`src/rtl/shift_left_pipe_pkg.sv`:
```
// -----------------------------------------------------------------------------
// shift_left_pipe_pkg
// Shared constants, stage payload type and the per-stage shift helper for the
// five-stage pipelined logical left shifter (shift_left_pipe).
// Optional feature macro: SHIFT_LEFT_ROTATE_EN (rotate-left instead of
// zero-fill when the operation's rot flag is set).
// -----------------------------------------------------------------------------
package shift_left_pipe_pkg;

   localparam int DATA_W  = 32;
   localparam int SHAMT_W = 5;

   // Payload carried from stage to stage. The tag travels beside this struct
   // because its width is a parameter of the block, not a package constant.
   typedef struct packed {
      logic [DATA_W-1:0]  data;
      logic [SHAMT_W-1:0] amt;
      logic               rot;
   } stage_payload_t;

   // One fixed-distance step: shift left by sh, refilling the low bits with
   // either zeros or the bits that left the top (rotate).
   function automatic logic [DATA_W-1:0] shl_step(
      input logic [DATA_W-1:0] d,
      input int unsigned       sh,
      input logic              rot
   );
      logic [DATA_W-1:0] fill;
      if (rot) begin
         fill = d >> (DATA_W - sh);
      end else begin
         fill = {DATA_W{1'b0}};
      end
      return (d << sh) | fill;
   endfunction

endpackage

```
`src/rtl/shift_left_stage.sv`:
```
// -----------------------------------------------------------------------------
// shift_left_stage
// One elastic register slice of the left-shift pipeline. On load it applies a
// shift of SHIFT positions if the matching bit of the shift amount is set.
// Optional feature macro: SHIFT_LEFT_ROTATE_EN (honour payload rot flag).
//
// Ports:
//   clk, rst        clock, asynchronous active-high reset
//   flush           synchronous kill of the held operation
//   up_valid_i      upstream offers an operation
//   up_payload_i    upstream data/amount/rot
//   up_tag_i        upstream sideband tag
//   up_ready_o      this slice can take an operation this cycle
//   dn_valid_o      slice holds an operation (registered)
//   dn_payload_o    held payload (registered)
//   dn_tag_o        held tag (registered)
//   dn_ready_i      downstream takes the held operation this cycle
// -----------------------------------------------------------------------------
module shift_left_stage
   import shift_left_pipe_pkg::*;
#(
   parameter int SHIFT = 1,
   parameter int TAG_W = 5
) (
   input  logic             clk,
   input  logic             rst,
   input  logic             flush,
   input  logic             up_valid_i,
   input  stage_payload_t   up_payload_i,
   input  logic [TAG_W-1:0] up_tag_i,
   output logic             up_ready_o,
   output logic             dn_valid_o,
   output stage_payload_t   dn_payload_o,
   output logic [TAG_W-1:0] dn_tag_o,
   input  logic             dn_ready_i
);

   // Amount bit resolved by this slice: 16->4, 8->3, 4->2, 2->1, 1->0.
   localparam int AMT_BIT = $clog2(SHIFT);

   logic             valid_q, valid_d;
   stage_payload_t   payload_q, payload_d;
   logic [TAG_W-1:0] tag_q, tag_d;
   logic             do_rot_s;

`ifdef SHIFT_LEFT_ROTATE_EN
   assign do_rot_s = up_payload_i.rot;
`else
   assign do_rot_s = 1'b0;
`endif

   // An empty slice, or one whose content leaves this cycle, can accept.
   assign up_ready_o   = !valid_q || dn_ready_i;
   assign dn_valid_o   = valid_q;
   assign dn_payload_o = payload_q;
   assign dn_tag_o     = tag_q;

   // Next-state: valid follows the handshake, payload loads only on accept.
   always_comb begin
      valid_d   = valid_q;
      payload_d = payload_q;
      tag_d     = tag_q;
      if (flush) begin
         valid_d = 1'b0;
      end else if (up_ready_o) begin
         valid_d = up_valid_i;
      end else begin
         valid_d = valid_q;
      end
      if (up_ready_o && up_valid_i) begin
         if (up_payload_i.amt[AMT_BIT]) begin
            payload_d.data = shl_step(up_payload_i.data, SHIFT, do_rot_s);
         end else begin
            payload_d.data = up_payload_i.data;
         end
         payload_d.amt = up_payload_i.amt;
         payload_d.rot = up_payload_i.rot;
         tag_d         = up_tag_i;
      end else begin
         payload_d = payload_q;
         tag_d     = tag_q;
      end
   end

   // Slice registers with asynchronous clear.
   always_ff @(posedge clk or posedge rst) begin
      if (rst) begin
         valid_q   <= 1'b0;
         payload_q <= '0;
         tag_q     <= {TAG_W{1'b0}};
      end else begin
         valid_q   <= valid_d;
         payload_q <= payload_d;
         tag_q     <= tag_d;
      end
   end

endmodule

```
`src/rtl/shift_left_pipe.sv`:
```
// -----------------------------------------------------------------------------
// shift_left_pipe
// Five-stage pipelined 32-bit logical left shifter with valid/ready on both
// sides. Stages shift by 16, 8, 4, 2, 1; results leave straight from the last
// stage's registers. A tag rides along with each operation.
// Optional feature macro: SHIFT_LEFT_ROTATE_EN adds in_rot (rotate-left).
//
// Ports:
//   clk, rst             clock, asynchronous active-high reset
//   flush                kill all in-flight operations (and the one offered)
//   in_valid/in_ready    input handshake (in_ready combinational on out_ready)
//   data_in, shift_amt   operand and shift distance 0..31
//   in_tag               sideband tag
//   in_rot               rotate instead of zero-fill (macro builds only)
//   out_valid/out_ready  output handshake
//   data_out, out_tag    result and its tag
// -----------------------------------------------------------------------------
module shift_left_pipe
   import shift_left_pipe_pkg::*;
#(
   parameter int TAG_W = 5
) (
   input  logic               clk,
   input  logic               rst,
   input  logic               flush,
   input  logic               in_valid,
   output logic               in_ready,
   input  logic [DATA_W-1:0]  data_in,
   input  logic [SHAMT_W-1:0] shift_amt,
   input  logic [TAG_W-1:0]   in_tag,
`ifdef SHIFT_LEFT_ROTATE_EN
   input  logic               in_rot,
`endif
   output logic               out_valid,
   input  logic               out_ready,
   output logic [DATA_W-1:0]  data_out,
   output logic [TAG_W-1:0]   out_tag
);

   // Index k is the boundary in front of stage k+1; index 5 is the output.
   logic             valid_s   [0:5];
   stage_payload_t   payload_s [0:5];
   logic [TAG_W-1:0] tag_s     [0:5];
   logic             ready_s   [0:5];
   stage_payload_t   in_payload_s;
   logic             unused_s;

   // Pack the offered operation into the stage payload.
   always_comb begin
      in_payload_s.data = data_in;
      in_payload_s.amt  = shift_amt;
`ifdef SHIFT_LEFT_ROTATE_EN
      in_payload_s.rot  = in_rot;
`else
      in_payload_s.rot  = 1'b0;
`endif
   end

   assign valid_s[0]   = in_valid;
   assign payload_s[0] = in_payload_s;
   assign tag_s[0]     = in_tag;
   assign ready_s[5]   = out_ready;

   for (genvar k = 0; k < 5; k++) begin : g_stage
      shift_left_stage #(
         .SHIFT (16 >> k),
         .TAG_W (TAG_W)
      ) u_stage (
         .clk          (clk),
         .rst          (rst),
         .flush        (flush),
         .up_valid_i   (valid_s[k]),
         .up_payload_i (payload_s[k]),
         .up_tag_i     (tag_s[k]),
         .up_ready_o   (ready_s[k]),
         .dn_valid_o   (valid_s[k+1]),
         .dn_payload_o (payload_s[k+1]),
         .dn_tag_o     (tag_s[k+1]),
         .dn_ready_i   (ready_s[k+1])
      );
   end

   assign in_ready  = ready_s[0];
   assign out_valid = valid_s[5];
   assign data_out  = payload_s[5].data;
   assign out_tag   = tag_s[5];

   // Amount and rot are fully consumed by the time they reach the output.
   assign unused_s = ^{payload_s[5].amt, payload_s[5].rot};

endmodule

```
`config.mk`:
```
export PLATFORM = sky130hd
export DESIGN_NAME = shift_left_pipe
export DESIGN_NICKNAME = d
export VERILOG_FILES = /design/src/rtl/shift_left_pipe_pkg.sv /design/src/rtl/shift_left_stage.sv /design/src/rtl/shift_left_pipe.sv
export SDC_FILE = /design/constraint.sdc
export NUM_CORES = 1
export LEC_CHECK = 0
export CAP_MARGIN = 20
export CELL_PAD_IN_SITES_DETAIL_PLACEMENT = 1
export CELL_PAD_IN_SITES_GLOBAL_PLACEMENT = 1
export CORE_MARGIN = 4
export CORE_UTILIZATION = 43
export CTS_CLUSTER_SIZE = 24
export DETAILED_ROUTE_END_ITERATION = 10
export PLACE_DENSITY_LB_ADDON = 0.1
export REMOVE_ABC_BUFFERS = 1
export SLEW_MARGIN = 15
export SYNTH_ARGS = -nofsm -noshare
export SYNTH_HDL_FRONTEND = slang
export SYNTH_SLANG_ARGS = --single-unit
```
`constraint.sdc`:
```
create_clock -name clk -period 6.55 [get_ports clk]
set_input_delay 0.9825 -clock clk [delete_from_list [all_inputs] [get_ports clk]]
set_output_delay 0.9825 -clock clk [all_outputs]
set_load 0.005 [all_outputs]
```
# Yosys cells after proc, flatten, opt, wreduce, memory -nomap -nowiden
# Index checks and enable logic that the tools add are counted.
[totals] out_inout_bits=39 regBits=200
[classes] n_reduce_logical=20 bitwise_logic=5 mux=25
[ops] operator="$mux 32" n=15
[ops] operator="$or 32x32->32" n=5
[ops] operator="$mux 1" n=10
[ops] operator="$reduce_bool 2->1" n=5
[ops] operator="$logic_and 1x1->1" n=5
[ops] operator="$logic_not 1->1" n=5
[ops] operator="$logic_or 1x1->1" n=5

# Logic depth before layout (Yosys ltp)
[logic_depth] depth_word=10 depth_mapped=7 mapped_depth_nobuf=3

# By module
# Synthesis repeated with hierarchy kept, for this count alone.
[hier_totals] hier_cells=837 area_unflattened_um2=10403.7
[by_module_without_submodules] module="shift_left_stage (g_stage[4].u_stage)" area_each_um2=2112.0 instances=1 seq_area_each_um2=1101.1 cells_each=174
[by_module_without_submodules] module="shift_left_stage (g_stage[2].u_stage)" area_each_um2=2087.0 instances=1 seq_area_each_um2=1101.1 cells_each=170
[by_module_without_submodules] module="shift_left_stage (g_stage[0].u_stage)" area_each_um2=2073.2 instances=1 seq_area_each_um2=1101.1 cells_each=154
[by_module_without_submodules] module="shift_left_stage (g_stage[3].u_stage)" area_each_um2=2073.2 instances=1 seq_area_each_um2=1101.1 cells_each=173
[by_module_without_submodules] module="shift_left_stage (g_stage[1].u_stage)" area_each_um2=2054.5 instances=1 seq_area_each_um2=1101.1 cells_each=165
[by_module_without_submodules] module="shift_left_pipe" area_each_um2=3.8 instances=1 seq_area_each_um2=0.0 cells_each=1

# Least setup slack after synthesis
# Ideal clock, no wire load.
[synth_timing] kind="input to output" startpoint="input port out_ready" endpoint="output port in_ready" t_arrival_ps=1689 cell_stages=4 required_ps=5568 slack_ps=3878 path_cell_list="and4b_1 -> buf_6 -> clkbuf_1 -> nand2_1"
[synth_via] elab_chain_len=5
[synth_lines] element="start: declaration" line_no="shift_left_pipe.sv:35" source="input logic out_ready,"
[synth_lines] element="$logic_or 1x1->1 (5 in series)" line_no="shift_left_stage.sv:53" source="assign up_ready_o = !valid_q || dn_ready_i;"
[synth_lines] element="end: declaration" line_no="shift_left_pipe.sv:27" source="output logic in_ready,"
# No other way between the ends.

# Final worst setup path
# Ends and elaborated chain as after synthesis.

==> flow_results.org <==
** Global routing
- Total track usage :: 0.173
- The first global-routing pass estimated 33.3 mm of wire.
- Entering global routing, the biggest net connects around 160 pins.
- The via count of the first global-routing pass came to 6061.
- Number of antenna violations at the first check in global routing :: 0
- Total congestion overflow :: 0

** Die
- Core Footprint :: 0.0204 mm²
- Initial Utilization :: 0.441
- The floorplan step defined a die boundary enclosing 0.0233 mm².
- During I/O placement, the number of pins put on the boundary was 86.
- The floorplan has 52 rows.
- Measured along the x axis, the die boundary spans 153 µm.
- Die outline height :: 153 µm

** Synth
- Summing every instance area after synthesis gives 0.00901 mm².
- After synthesis, the most frequently instantiated cells are dfrtp_1, mux2_2, a21oi_1.
- Ranking of synthesized cells by area :: dfrtp_1, mux2_2, mux2i_1, a21oi_1, a22o_1
- Of the synthesized area, sequential elements account for 0.555.
- Of the total synthesized cell area, the portion taken by XOR and XNOR cells is 0.
- Simple-Gate Fraction of Synth Area :: 0.0158
- Most common cell in the synthesized netlist :: dfrtp_1
- Post-synth top area share :: 0.555
- Number of flip-flops and latches in the synthesized netlist :: 200
- Gate Count Post-Synth :: 680
- During synthesis, Yosys emitted a total of 0 warnings.
- The synthesized design spends more area on one cell type than any other, namely dfrtp_1.
- Asr flop ratio synth :: 1.00
- The number of different library cells used by synthesis comes to 28.
- By area, the combinational part of the netlist is dominated by multiplexers.
- Of the post-synthesis cell area, the part taken by muxes is 0.297.
- Most used DFF post-synth :: dfrtp_1
- Each instance of the synthesized netlist takes up on average between 10 and 15 µm².
- Complex-gate fraction of the synthesized area :: 0.0951
- Adder and majority cell fraction of the synthesized area :: 0
- The synthesized design contains 0 enable-type register cells.

** Clock network
- Max clock buf depth :: 2
- Post-CTS Hold Buffers :: 0
- Clock sink count :: 200
- Clock latency on the worst-skew pair, taken at its later pin, is 0.43 ns.
- Post-CTS repair changed the size of 0 cells.
- In this run the post-CTS setup repair buffer count came out at 0.
- Number of buffers created by CTS :: 17
- Clock-pin slew was measured on the worst setup and hold paths at 0.06 ns.
- The clock tree synthesis step divided the H-tree into 4 levels.
- Root cell of the clock tree :: clkbuf_16
- TritonCTS built the clock tree.

** Placed design
- HPWL after detailed placement :: 12.6 mm
- Area post-placement :: slightly above 0.01 mm²
- Number of input and output port buffers inserted :: 85
- The congestion estimate from routability-driven global placement came to 0.743.
- Post-Place Cells :: 995

** Finish
- Layout cell share with drive strength beyond 1 :: 0.304
- For this run, the number of standard cells in the final layout without fillers is 1027.
- Nets :: 791
- Antenna Cells :: 0
- Area of all placed cells without fillers :: 0.0107 mm²
- Relative area change from synthesis to final layout :: 18.4%
- End-of-flow core utilization :: 0.523

** Hold path
- Worst Hold Depth :: 1
- Worst Hold Path EP :: g_stage[1].u_stage.dn_tag_o[0]
- In this run the worst hold path is classified as reg -> reg.
- Critical hold path startpoint :: g_stage[1].u_stage.dn_tag_o[0]

** Routing
- The detail route stage leaves a number of antenna-violating nets equal to 0.
- Initial detailed-routing violation count :: 243
- Total DRC errors in the routed layout :: 0
- Detailed routing inserted a total of 5504 vias.
- The pre-antenna-repair detailed-routing pass consisted of 4 iterations.
- Sum of routed wire length over all layers :: between 15 and 20 mm
- Routed wire per std cell :: roughly 19 µm
- Dividing the detail-routed via count by the number of cells gives 5.36.

** Setup path
- Critical path's slowest cell :: and4b_1
- In this design, the stage delay of the slowest critical-path cell is 0.70 ns.
- The worst register-to-register path ends at g_stage[2].u_stage.dn_tag_o[3].
- Required time of the critical path :: 5.57 ns
- Worst Setup Path Type :: in -> out
- Setup slack on the worst reg-to-reg path comes out at 4.13 ns.
- For the worst flop-to-flop path, the logic depth is 4.
- STA classifies the critical path startpoint as an input pin.
- Series of cell instances along the critical path :: clkdlybuf4s50_1, and4b_1, nand2_1, clkdlybuf4s50_1
- The worst setup path is captured at an output pin.
- Cell type group with the largest total delay on the critical path :: buffers and inverters
- Crit path buf inv count :: 2
- Crit Path Max Fanout :: 14
- At the worst endpoint, the arrival time is between 2 and 3 ns.
- Startpoint of the worst-slack reg-to-reg timing path :: g_stage[3].u_stage.dn_valid_o
- Most common cell on crit path :: clkdlybuf4s50_1
- Launching element of the worst setup path :: out_ready

** STA
- Slew headroom :: 0.364
- For this run, the top clock speed supported by timing is 270 MHz.
- Total setup violations reported at the end of the flow :: 0
- For the final routed database, the setup TNS stands at 0 ns.
- Share of the cycle needed by the critical path after routing :: 0.565
- The final-report max-slew violation count was 0.
- Minimum clock period after layout :: about 3.7 ns
- At the pin with the least slew margin, the transition time is 0.951 ns.
- Final Hold Vio Count :: 0
- Fin Clk Skew :: 0.00654 ns
- Setup repair after global routing left no endpoint under its margin.

** Power
- The analysis attributes to cell leakage a power of around 0.0046 µW.
- The completed layout was analyzed and its total power is 3910 µW.
- Cell area power density :: 366 mW/mm²
- Max IR drop VDD :: ~190 µV

** Run status
- Result of the run :: finished, final reports clean

** Job
- The tool flagged a number of max-cap violations equal to 0.
[layout make-up]
cell class	count	area, µm²
Multi-Input combinational cell	419	3700
Clock inverter	11	148
Timing Repair Buffer	99	988
Fill cell	2069	9750
Clock buffer	21	460
Inverter	7	38.8
Tap cell	270	338
Sequential cell	200	5010
[worst max path at each step]
stage | end | slack [ns] | depth (start not counted)
CTS | in_ready | 2.85 | 4
global placement | in_ready | 2.92 | 4
global route | in_ready | 2.73 | 4
detailed placement | in_ready | 2.87 | 4
floorplan | g_stage[0].u_stage.dn_payload_o[10] | 0.11 | 1
finish | in_ready | 2.85 | 4
[logic make-up after synthesis]
group | count (synthesis)
flip-flops | 200
buffers and inverters | 61
AO/OA/AOI/OAI | 151
AND/OR/NAND/NOR | 23
multiplexers | 245
[metal layers]
metal	track usage	wire [µm]	up-vias
met5	0	0	-
met4	0.0467	268	0
met1	0.240	9290	2817
met3	0.0344	547	15
li1	-	-	2588
met2	0.281	9260	84
[cells in the final DEF (no fill, tap or decap), drive strengths merged]
cell	n
bufinv	3
a21boi	1
a22o	16
clkinv	8
nand2	2
nor2b	7
clkinvlp	1
clkdlybuf4s50	85
o21ba	1
o21ai	6
dfrtp	200
nor2	4
nand2b	6
o41ai	4
inv	6
a21oi	123
mux2i	63
mux2	182
and2	2
and4b	1
nand4b	1
buf	14
clkbuf	21
[stage by stage]
step	hold slack [ns]	setup slack, ns
finish	0.492	2.85
global route	0.519	2.73
CTS	0.495	2.85
detailed placement	0.480	2.87
global placement	0.467	2.92
floorplan	0.452	0.113
[power by group]
group / internal (µW) / leakage (µW) / total (µW) / switching, µW
combinational: 616 / 0.00185 / 1020 / 399
sequential: 1570 / 0.00241 / 1810 / 241
clock: 623 / 0.000297 / 1080 / 456
[state kept, by name, indices dropped and copies added (netlist names)]
signal                        cells
g_stage.u_stage.dn_valid_o        5
g_stage.u_stage.dn_tag_o         25
g_stage.u_stage.dn_payload_o    170
No activity file was read; power rests on OpenSTA's default activity.
